==> config.mk <==
export PLATFORM = sky130hd
export DESIGN_NAME = encoder8to3_queue_flat
export DESIGN_NICKNAME = d
export VERILOG_FILES = /design/src/rtl/encoder8to3_queue_if.sv /design/src/rtl/encoder8to3_queue.sv /design/src/flat_wrapper.sv
export SDC_FILE = /design/constraint.sdc
export NUM_CORES = 1
export LEC_CHECK = 0
export ABC_AREA = 0
export CAP_MARGIN = 30
export CORE_UTILIZATION = 40
export DETAILED_ROUTE_END_ITERATION = 12
export GPL_TIMING_DRIVEN = 0
export MAX_ROUTING_LAYER = met4
export PLACE_DENSITY = 0.78
export SETUP_SLACK_MARGIN = 0.4
export SLEW_MARGIN = 30
export SYNTH_ARGS = -nofsm -noshare
export SYNTH_HDL_FRONTEND = slang
export SYNTH_SLANG_ARGS = --single-unit
==> constraint.sdc <==
create_clock -name clk -period 4.1 [get_ports clk]
set_input_delay 0.41 -clock clk [delete_from_list [all_inputs] [get_ports clk]]
set_output_delay 0.41 -clock clk [all_outputs]
set_load 0.01 [all_outputs]
==> src/rtl/encoder8to3_queue_if.sv <==
// Request/code bus of the sequential 8-to-3 encoder.
// The master side drives the request lines and consumer ready. The slave side is the encoder.
interface encoder8to3_queue_if;
    logic [7:0] d;
    logic       d_valid;
    logic       x;
    logic       y;
    logic       z;
    logic       out_valid;
    logic       out_ready;
    logic [7:0] pending;
    logic       overflow;

    modport master (
        output d, d_valid, out_ready,
        input  x, y, z, out_valid, pending, overflow
    );

    modport slave (
        input  d, d_valid, out_ready,
        output x, y, z, out_valid, pending, overflow
    );
endinterface

==> src/rtl/encoder8to3_queue.sv <==
// Sequential 8-to-3 encoder: merges request lines into a pending register and
// hands out one binary index per valid/ready transfer, in fixed priority order.
//
// state   | meaning
// IDLE    | nothing presented; waits for a pending request
// PRESENT | {x,y,z} holds a pending line's index, out_valid=1
module encoder8to3_queue #(
    parameter bit HIGH_FIRST = 1'b1
) (
    input logic                clk,
    input logic                rst_n,
    encoder8to3_queue_if.slave bus
);
    localparam logic [0:0] IDLE    = 1'b0;
    localparam logic [0:0] PRESENT = 1'b1;

    logic [0:0] state_q, state_nx;
    logic [2:0] code_q, code_nx;
    logic [7:0] pending_q, pending_nx;
    logic [7:0] clr, set;
    logic       overflow_q, overflow_nx;
    logic       fire;

    function automatic logic [2:0] prio(input logic [7:0] v);
        logic [2:0] idx;
        idx = 3'd0;
        // Later matches overwrite earlier ones, so scan direction sets priority.
        if (HIGH_FIRST) begin
            for (int i = 0; i < 8; i++) if (v[i]) idx = 3'(i);
        end else begin
            for (int i = 7; i >= 0; i--) if (v[i]) idx = 3'(i);
        end
        return idx;
    endfunction

    always_comb begin
        fire        = (state_q == PRESENT) && bus.out_ready;
        clr         = fire ? (8'b1 << code_q) : 8'h00;
        set         = bus.d_valid ? bus.d : 8'h00;
        // A re-request of the line being granted survives as a fresh request.
        pending_nx  = (pending_q & ~clr) | set;
        overflow_nx = |(set & pending_q & ~clr);
        state_nx    = state_q;
        code_nx     = code_q;
        case (state_q)
            IDLE: begin
                if (pending_q != 8'h00) begin
                    code_nx  = prio(pending_q);
                    state_nx = PRESENT;
                end
            end
            PRESENT: begin
                if (fire) begin
                    if (pending_nx != 8'h00) begin
                        code_nx = prio(pending_nx);
                    end else begin
                        state_nx = IDLE;
                    end
                end
            end
            default: state_nx = IDLE;
        endcase
    end

    always_ff @(posedge clk) begin
        if (!rst_n) begin
            state_q    <= IDLE;
            code_q     <= 3'b000;
            pending_q  <= 8'h00;
            overflow_q <= 1'b0;
        end else begin
            state_q    <= state_nx;
            code_q     <= code_nx;
            pending_q  <= pending_nx;
            overflow_q <= overflow_nx;
        end
    end

    assign {bus.x, bus.y, bus.z} = code_q;
    assign bus.out_valid         = (state_q == PRESENT);
    assign bus.pending           = pending_q;
    assign bus.overflow          = overflow_q;
endmodule
==> src/flat_wrapper.sv <==
// flat-port wrapper written by rule: the top's interface ports become plain ports
module encoder8to3_queue_flat 
#(
    parameter bit HIGH_FIRST = 1'b1
)
  (clk, rst_n, bus_d, bus_d_valid, bus_out_ready, bus_x, bus_y, bus_z, bus_out_valid, bus_pending, bus_overflow);
  encoder8to3_queue_if bus_i ();
  input logic clk;
  input logic rst_n;
  input wire logic [$bits(bus_i.d)-1:0] bus_d;
  input wire logic [$bits(bus_i.d_valid)-1:0] bus_d_valid;
  input wire logic [$bits(bus_i.out_ready)-1:0] bus_out_ready;
  output wire logic [$bits(bus_i.x)-1:0] bus_x;
  output wire logic [$bits(bus_i.y)-1:0] bus_y;
  output wire logic [$bits(bus_i.z)-1:0] bus_z;
  output wire logic [$bits(bus_i.out_valid)-1:0] bus_out_valid;
  output wire logic [$bits(bus_i.pending)-1:0] bus_pending;
  output wire logic [$bits(bus_i.overflow)-1:0] bus_overflow;
  assign bus_i.d = bus_d;
  assign bus_i.d_valid = bus_d_valid;
  assign bus_i.out_ready = bus_out_ready;
  assign bus_x = bus_i.x;
  assign bus_y = bus_i.y;
  assign bus_z = bus_i.z;
  assign bus_out_valid = bus_i.out_valid;
  assign bus_pending = bus_i.pending;
  assign bus_overflow = bus_i.overflow;
  encoder8to3_queue #(.HIGH_FIRST(HIGH_FIRST)) u_core (.clk(clk), .rst_n(rst_n), .bus(bus_i));
endmodule
Yosys cells after proc, flatten, opt, wreduce, memory -nomap -nowiden
Index checks and enable logic that the tools add are counted.
{ "word_totals": {"out_inout_bits": 13, "in_bits": 12, "register_bits": 13} }
{ "classes": {"eq_ne": 3, "shift": 1, "n_mux": 24, "reduce_logical": 5, "bitwise": 6} }
{ "ops": {"columns": ["cell", "count"], "rows": [
  ["3-bit 2-to-1 mux", 11],
  ["8-bit AND", 3],
  ["8-bit 2-to-1 mux", 2],
  ["8-bit nonzero test", 2],
  ["2-bit 2-to-1 mux", 4],
  ["8-bit NOT", 1],
  ["8-bit bitwise OR", 1],
  ["8-bit OR reduction", 1],
  ["1-bit by 3-bit << shifter with 8-bit output (first input constant)", 1],
  ["3-bit one-hot mux with 2 select lines", 1],
  ["1-bit 2-to-1 mux", 5],
  ["2-bit != test (second input constant)", 2],
  ["3-bit AND reduction", 1],
  ["2-bit by 1-bit != test with 1-bit output (second input constant)", 1],
  ["1-bit one-hot mux with 2 select lines", 1],
  ["1-bit logical AND", 1],
  ["1-bit NOT", 1]
]} }

Depth between registers and ports, before layout
Gate-level depths: netlist of the first run.
{ "depth": {"word_depth": 15, "ltp_mapped": 7, "mapped_depth_nobuf": 6} }

Worst setup path before layout of the first run
No wires, ideal clock.
{ "synth_timing": {"path_kind": "register to register", "from": "reg u_core.code_q[0]", "to": "reg u_core.code_q[0]", "n_path_buf": 1, "path_stages_with_launch": 8, "arrival_time_ns": 1.471, "t_required_ns": 3.983, "path_slack_ns": 2.512, "period_less_slack_ns": 1.588, "setup_ns": 0.117, "path_cell_list": "dfxtp_1 > buf_6 > mux2i_1 > o211ai_2 > nor2_1 > nand4_1 > and4_1 > a32o_1"} }
{ "synth_between": {"elab_chain_cells": 15} }
{ "synth_lines": {"columns": ["element", "line", "text"], "rows": [
  ["start: declaration", "encoder8to3_queue.sv:18", "logic [2:0] code_q, code_nx;"],
  ["start signal: assignment", "encoder8to3_queue.sv:73", "code_q <= code_nx;"],
  ["1-bit by 3-bit << shifter with 8-bit output (*)", "encoder8to3_queue.sv:38", "clr = fire ? (8'b1 << code_q) : 8'h00;"],
  ["8-bit 2-to-1 mux (*)", "encoder8to3_queue.sv:38", null],
  ["8-bit NOT (*)", "encoder8to3_queue.sv:41", "pending_nx = (pending_q & ~clr) | set;"],
  ["8-bit AND (*)", "encoder8to3_queue.sv:41", null],
  ["8-bit bitwise OR (*)", "encoder8to3_queue.sv:41", null],
  ["1-bit 2-to-1 mux", "encoder8to3_queue.sv:29", "for (int i = 0; i < 8; i++) if (v[i]) idx = 3'(i);"],
  ["2-bit 2-to-1 mux (2 in a row)", "encoder8to3_queue.sv:29", null],
  ["3-bit 2-to-1 mux (4 in a row)", "encoder8to3_queue.sv:29", null],
  ["3-bit 2-to-1 mux", "encoder8to3_queue.sv:54", "if (pending_nx != 8'h00) begin"],
  ["3-bit 2-to-1 mux", "encoder8to3_queue.sv:53", "if (fire) begin"],
  ["3-bit one-hot mux with 2 select lines", "encoder8to3_queue.sv:45", "case (state_q)"]
]} }
Mark *: on every way between the ends. The rest lies on a longest branch, timed or not. The select of a mux whose other input is x is not followed.
A chain may end at the register's enable or synchronous reset.

Final worst setup path of the first run
{ "layout_timing": {"from": "in bus_out_ready", "to": "reg u_core.code_q[0]"} }
{ "layout_between": {"elab_chain_cells": 15} }
{ "layout_lines": {"columns": ["element", "line", "text"], "rows": [
  ["start: declaration", "flat_wrapper.sv:12", "input wire logic [$bits(bus_i.out_ready)-1:0] bus_out_ready;"],
  ["1-bit logical AND (*)", "encoder8to3_queue.sv:37", "fire = (state_q == PRESENT) && bus.out_ready;"],
  ["8-bit 2-to-1 mux", "encoder8to3_queue.sv:38", null],
  ["8-bit NOT", "encoder8to3_queue.sv:41", null],
  ["8-bit AND", "encoder8to3_queue.sv:41", null],
  ["8-bit bitwise OR", "encoder8to3_queue.sv:41", null],
  ["1-bit 2-to-1 mux", "encoder8to3_queue.sv:29", null],
  ["2-bit 2-to-1 mux (2 in a row)", "encoder8to3_queue.sv:29", null],
  ["3-bit 2-to-1 mux (4 in a row)", "encoder8to3_queue.sv:29", null],
  ["3-bit 2-to-1 mux", "encoder8to3_queue.sv:54", null],
  ["3-bit 2-to-1 mux", "encoder8to3_queue.sv:53", null],
  ["3-bit one-hot mux with 2 select lines", "encoder8to3_queue.sv:45", null]
]} }
Marks and branches as above.

==> impl_metrics.toml, run 1 <==
[hold_path]
hold_class = "register to register"
hold_depth = 2

[route]
drtIter0Drc = 55
avgViaCountPerCell = 6.076
drt-pass1-iter-count = 4
drc = 0
routedWlPerCell_um = 14.98
drt-total-wl_um = 2546
vias = 1033
ant_nets = 0

[clock_tree]
clk_latency_ns = 0.28
ctsHtreeMaxLevel = 1
ctsHoldBuffers = 0
cts_made_buffers = 3
clk_path_buf_depth = 2
cts-root-buf = "clkbuf_4"
clkSinkCount = 13
cts_tree = "built"
path_clk_slew_ns = 0.08
ctsResizeCount = 0
cts_post_setup_buffers_inserted = 0

[floorplan]
core_um2 = 2042
num_rows = 16
io-pin-count = 25
fp.dieH_um = 49.62
die_w_um = 49.62
dieArea_um2 = 2462
initial_utilization_pct = 44.42

[synthesis]
ys.warnings.count = 0
ys.flop_type = "dfxtp_1"
yosysTopAreaCell = "dfxtp_1"
synth_area_leaders = "dfxtp_1, nand2_1, mux2i_1"
syn_area_um2 = 907.1
synth_edf_count = 0
ys_ff_latch = 13
syn_avg_cell_area_um2 = 7.888
postSynthCellCount = 115
ys_seq_area_share_pct = 28.69
synth.distinct_cells = 40
syn_nets = 127
synth_top_area_share_pct = 28.69
synthArstFlopShare_pct = 0

[pwr]
p_leak_nw = 0.4572
peakVddDrop_mv = 0.1783
p_per_area_nw_per_um2 = 308.4
p_total_uw = 372.3

[layout]
fin_cells = 170
diodes = 0
final_core_util_pct = 59.13
area_growth_pct = 33.10
final_nets = 156
drive_above_1_share_pct = 6.993

[worst_setup_path]
path_max_fanout = 7
worstSetupEndpointType = "register"
cp.arrival_ns = 2.18
critical_path_class = "input port to register"
crit_cells = 7
cp_num_buf_inv = 1
reg2reg_depth = 7
crit_family = "simple AND/OR/NAND/NOR gates"
start_kind = "input port"
slowest_delay_ns = 0.57
slowest_stage = "clkdlybuf4s50_1"
cp_data_required_time_ns = 4.27
cp_cell_sequence = "clkdlybuf4s50_1 -> nand4b_1 -> o21ai_0 -> nand2_1 -> nor3b_1 -> o211ai_1 -> a32o_1"

[sta]
slew_headroom_pct = 73.52
setup_viol = 0
tightest_slew_ns = 0.3972
rsz0062_at_grt = "false"
post-route-period-util_pct = 49.00
setup_tns_ns = 0
maxSlewViolCount = 0
fin_crit_ns = 2.009
layout_setup_ws_ns = 2.091
finalClockSkew_ns = 0.005643
finalHoldViolations = 0
fmax_mhz = 497.8

[global_routing]
grt_use_total_pct = 23.49
grt_pass1_wl_um = 4298
grt_max_degree = 11
antenna_found_initial = 0
overflow = 0
grt_pass1_vias = 896

[placement]
dp_cells = 166
numPortBuffers = 24
place.gp.congestion = 0.9704
dp_hpwl_um = 1895
post-place-ws_ns = 1.843

[run]
drv_cap = 0

[status]
status = "complete, no violations"
sequential cells by signal (all words and copies together) (netlist names):
name and flops:
u_core.bus.overflow 1, u_core.bus.pending 8, u_core.bus.out_valid 1, u_core.code_q 3
cell usage after synthesis, types with 2 or more instances:
master,count
nand2_1,17
dfxtp_1,13
o21ai_0,9
a21oi_1,6
mux2i_1,6
nor2_1,5
and2_1,4
inv_1,4
nor2b_1,4
a22oi_1,3
a31oi_1,3
and4_1,3
a21boi_0,2
and3_1,2
buf_6,2
nand2b_1,2
nand3_1,2
nand4b_1,2
nor3_1,2
o211ai_2,2
o21ai_1,2
o22ai_1,2
logic make-up after synthesis:
group           after synthesis  share of synthesized area (%)
simple gates                 49                          30.21
compound gates               39                          29.38
flops                        13                          28.69
buf+inv                       8                          5.102
mux                           6                          6.621
layout by cell type, fill, tap and decap left out, types with 3 or more instances in the layout:
cell,synthesis,final
a21oi_1,6,6
a22oi_1,3,3
a31oi_1,3,3
and2_1,4,4
and4_1,3,3
clkbuf_4,0,3
clkdlybuf4s50_1,0,24
dfxtp_1,13,13
inv_1,4,4
mux2i_1,6,6
nand2_1,17,17
nor2_1,5,5
nor2b_1,4,4
o21ai_0,9,9
tightest hold or removal path: stages, from the launching register on:
cell and delay [ns]:
dfxtp_1 0.36, nand2_1 0.07, mux2i_1 0.06
per-layer routing:
| metal | vias to the layer above | global-route usage (%) | wire, um |
|---|---|---|---|
| li1 | 493 | - | - |
| met1 | 477 | 33.21 | 1200 |
| met2 | 57 | 34.68 | 1105 |
| met3 | 6 | 2.778 | 206 |
| met4 | 0 | 7.143 | 33 |
| met5 | - | - | 0 |
where the power goes:
part | internal (mW) | total, mW | leakage, nW | switching [mW]
Clock | 0.0377 | 0.0827 | 0.0150 | 0.0450
Sequential | 0.138 | 0.157 | 0.108 | 0.0185
Combinational | 0.0693 | 0.133 | 0.334 | 0.0634
final timing paths:
check	startpoint	endpoint	slack, ns
max	bus_out_ready	u_core.code_q[0]$_SDFFE_PN0P_	2.09
min	u_core.code_q[2]$_SDFFE_PN0P_	u_core.code_q[2]$_SDFFE_PN0P_	0.54
max reg2reg	u_core.code_q[0]$_SDFFE_PN0P_	u_core.code_q[0]$_SDFFE_PN0P_	2.36
min reg2reg	u_core.code_q[2]$_SDFFE_PN0P_	u_core.code_q[2]$_SDFFE_PN0P_	0.54
through the flow:
stage	hold WS (ns)	area [um2]
2_1_floorplan	0.5159	907.1
3_3_place_gp	0.5107	1181
3_5_place_dp	0.5345	1181
4_1_cts	0.5457	1207
5_1_grt	0.5752	1207
6_report	0.5375	1207
layout make-up:
| class | count | area [um2] |
|---|---|---|
| multi-input combinational | 94 | 600.6 |
| sequential | 13 | 260.3 |
| timing repair buffer | 24 | 240.2 |
| buffer | 4 | 31.28 |
| inverter | 4 | 15.01 |
| fill | 199 | 834.6 |
| clock buffer | 4 | 26.28 |
| tap | 27 | 33.78 |
Power figures use the tool's default switching activity.
==> inputs of run 2 (changes only) <==
PLACE_DENSITY = 0.81   (was 0.78)
clock period = 1.62 ns   (was 4.1 ns; I/O delays follow)
==> run 2 against run 1 <==
Compared with the run above:
- the run now ends with setup timing left
- hold slack lost 0.18 ns
- power grew to 2.8 times the previous value
- register-to-register slack lost 2.4 ns
- utilization grew 9.1 points
- critical path depth shrank 1
- clock skew grew 0.0032 ns
- sequential power grew to 2.6 times the previous value
- first-iteration DRC count grew 53%
- die area is the same
- final cell count grew 8.2%
- flip-flop and latch count is the same
- combinational power grew to 3.1 times the previous value
- largest power group is now combinational logic
==> impl_metrics.toml, run 2 (synthesis gave the netlist of run 1 again) <==
[status]
status = "finished, violations left"
violations = "setup timing"

[run]
drv_cap = 0

[global_routing]
grt_use_total_pct = 25.94
grt_pass1_wl_um = 4650
grt_max_degree = 11
overflow = 0
antenna_found_initial = 0
grt_pass1_vias = 1000

[route]
drt-total-wl_um = 2959
routedWlPerCell_um = 16.08
drt-pass1-iter-count = 4
ant_nets = 0
drtIter0Drc = 84
avgViaCountPerCell = 5.940
vias = 1093
drc = 0

[placement]
post-place-ws_ns = -0.3615
numPortBuffers = 24
dp_hpwl_um = 1927
dp_cells = 166
place_area_um2 = 1204
place.gp.congestion = 0.9217

[layout]
fin_cells = 184
diodes = 0
largest_reg_flops = 8
final_nets = 170
postLayoutCellArea_um2 = 1394
final_common_cell = "nand2_1"
drive_above_1_share_pct = 31.21
layout_common_cells = "nand2_1, buf_4, dlygate4sd2_1"
area_growth_pct = 53.66
n_fill_cell = 178
final_core_util_pct = 68.26

[hold_path]
hold_class = "input port to register"
min_to = "u_core.bus.out_valid$_SDFF_PN0_"
min_from = "bus_out_ready"
hold_depth = 2

[sta]
maxSlewViolCount = 0
tightest_slew_ns = 0.4322
setup_viol = 1
post-route-period-util_pct = 102.3
rsz0062_at_grt = "true"
finalClockSkew_ns = 0.008838
fmax_mhz = 603.2
setup_tns_ns = -0.03773
fin_crit_ns = 1.658
layout_setup_ws_ns = -0.03773
slew_headroom_pct = 71.19
hold_ws_ns = 0.3529
finalHoldViolations = 0

[worst_setup_path]
start_kind = "register"
slowest_delay_ns = 0.35
critical_path_class = "register to register"
rrSetupSlack_ns = -0.04
worstSetupEndpointType = "register"
crit_family = "simple AND/OR/NAND/NOR gates"
worst_r2r_startpoint = "u_core.code_q[1]$_SDFFE_PN0P_"
reg2reg_depth = 6
cp_num_buf_inv = 0
critPathLaunch = "u_core.code_q[1]$_SDFFE_PN0P_"
cp.arrival_ns = 1.83
timing.rr.end = "u_core.code_q[0]$_SDFFE_PN0P_"
path_max_fanout = 7
slowest_stage = "dfxtp_2"
cp_data_required_time_ns = 1.79
cp_cell_sequence = "and4_2 -> o211ai_2 -> nor2_1 -> nand4_1 -> nand3_1 -> a32o_1"

[clock_tree]
clkSinkCount = 13
cts_made_buffers = 3
clk_path_buf_depth = 2
cts_tree = "built"
ctsHoldBuffers = 0
clk_latency_ns = 0.29
cts-root-buf = "clkbuf_4"
ctsHtreeMaxLevel = 1
path_clk_slew_ns = 0.08

[floorplan]
num_rows = 16
die_w_um = 49.62
io-pin-count = 25
fp.dieH_um = 49.62
dieArea_um2 = 2462
initial_utilization_pct = 44.42
core_um2 = 2042

[pwr]
p_leak_nw = 0.5795
p_per_area_nw_per_um2 = 737.5
peakVddDrop_mv = 0.5191
p_total_mw = 1.028
==> run 2: worst register-to-register path, cell delays in order (launching register included) <==
cell	delay, ns
dfxtp_2	0.35
and4_2	0.27
o211ai_2	0.24
nor2_1	0.09
nand4_1	0.10
nand3_1	0.18
a32o_1	0.31
==> run 2: power by group <==
group / internal [mW] / switching (mW)
sequential: 0.356 / 0.0491
clock: 0.0957 / 0.116
combinational: 0.220 / 0.192
==> run 2: area by class of cell <==
class / instances / area (um2) / area share, %
plain buffers: 4 / 41.29 / 2.962
clock buffers: 4 / 26.28 / 1.885
inverters: 4 / 15.01 / 1.077
multi-input cells: 94 / 656.9 / 47.13
flip-flops and latches: 13 / 286.5 / 20.56
well taps: 27 / 33.78 / 2.424
repair buffers: 38 / 334.1 / 23.97
==> run 2: how the worst max path moves through the flow <==
stage,slack (ns),endpoint,depth (start not counted)
3_5_place_dp,-0.36,u_core.code_q[0]$_SDFFE_PN0P_,7
6_report,-0.04,u_core.code_q[0]$_SDFFE_PN0P_,6
3_3_place_gp,-0.35,u_core.code_q[0]$_SDFFE_PN0P_,7
4_1_cts,0.03,u_core.code_q[0]$_SDFFE_PN0P_,6
2_1_floorplan,0.13,u_core.code_q[0]$_SDFFE_PN0P_,6
5_1_grt,-0.09,u_core.code_q[0]$_SDFFE_PN0P_,6
==> run 2: metal layers <==
metal	share of wire, %	up-vias	track usage (%)	wire (um)
met2	47	58	37.84	1384
li1	-	523	-	-
met1	43	503	33.58	1260
met3	7.9	9	5.556	233
met5	0	-	-	0
met4	2.7	0	12.86	80
==> run 2: what timing repair did <==
action	in CTS	in global routing
endpoints found under the setup margin	20	10
pin swaps	9	10
cloned	0	0
resized for setup	35	11
buffers inserted	11	3
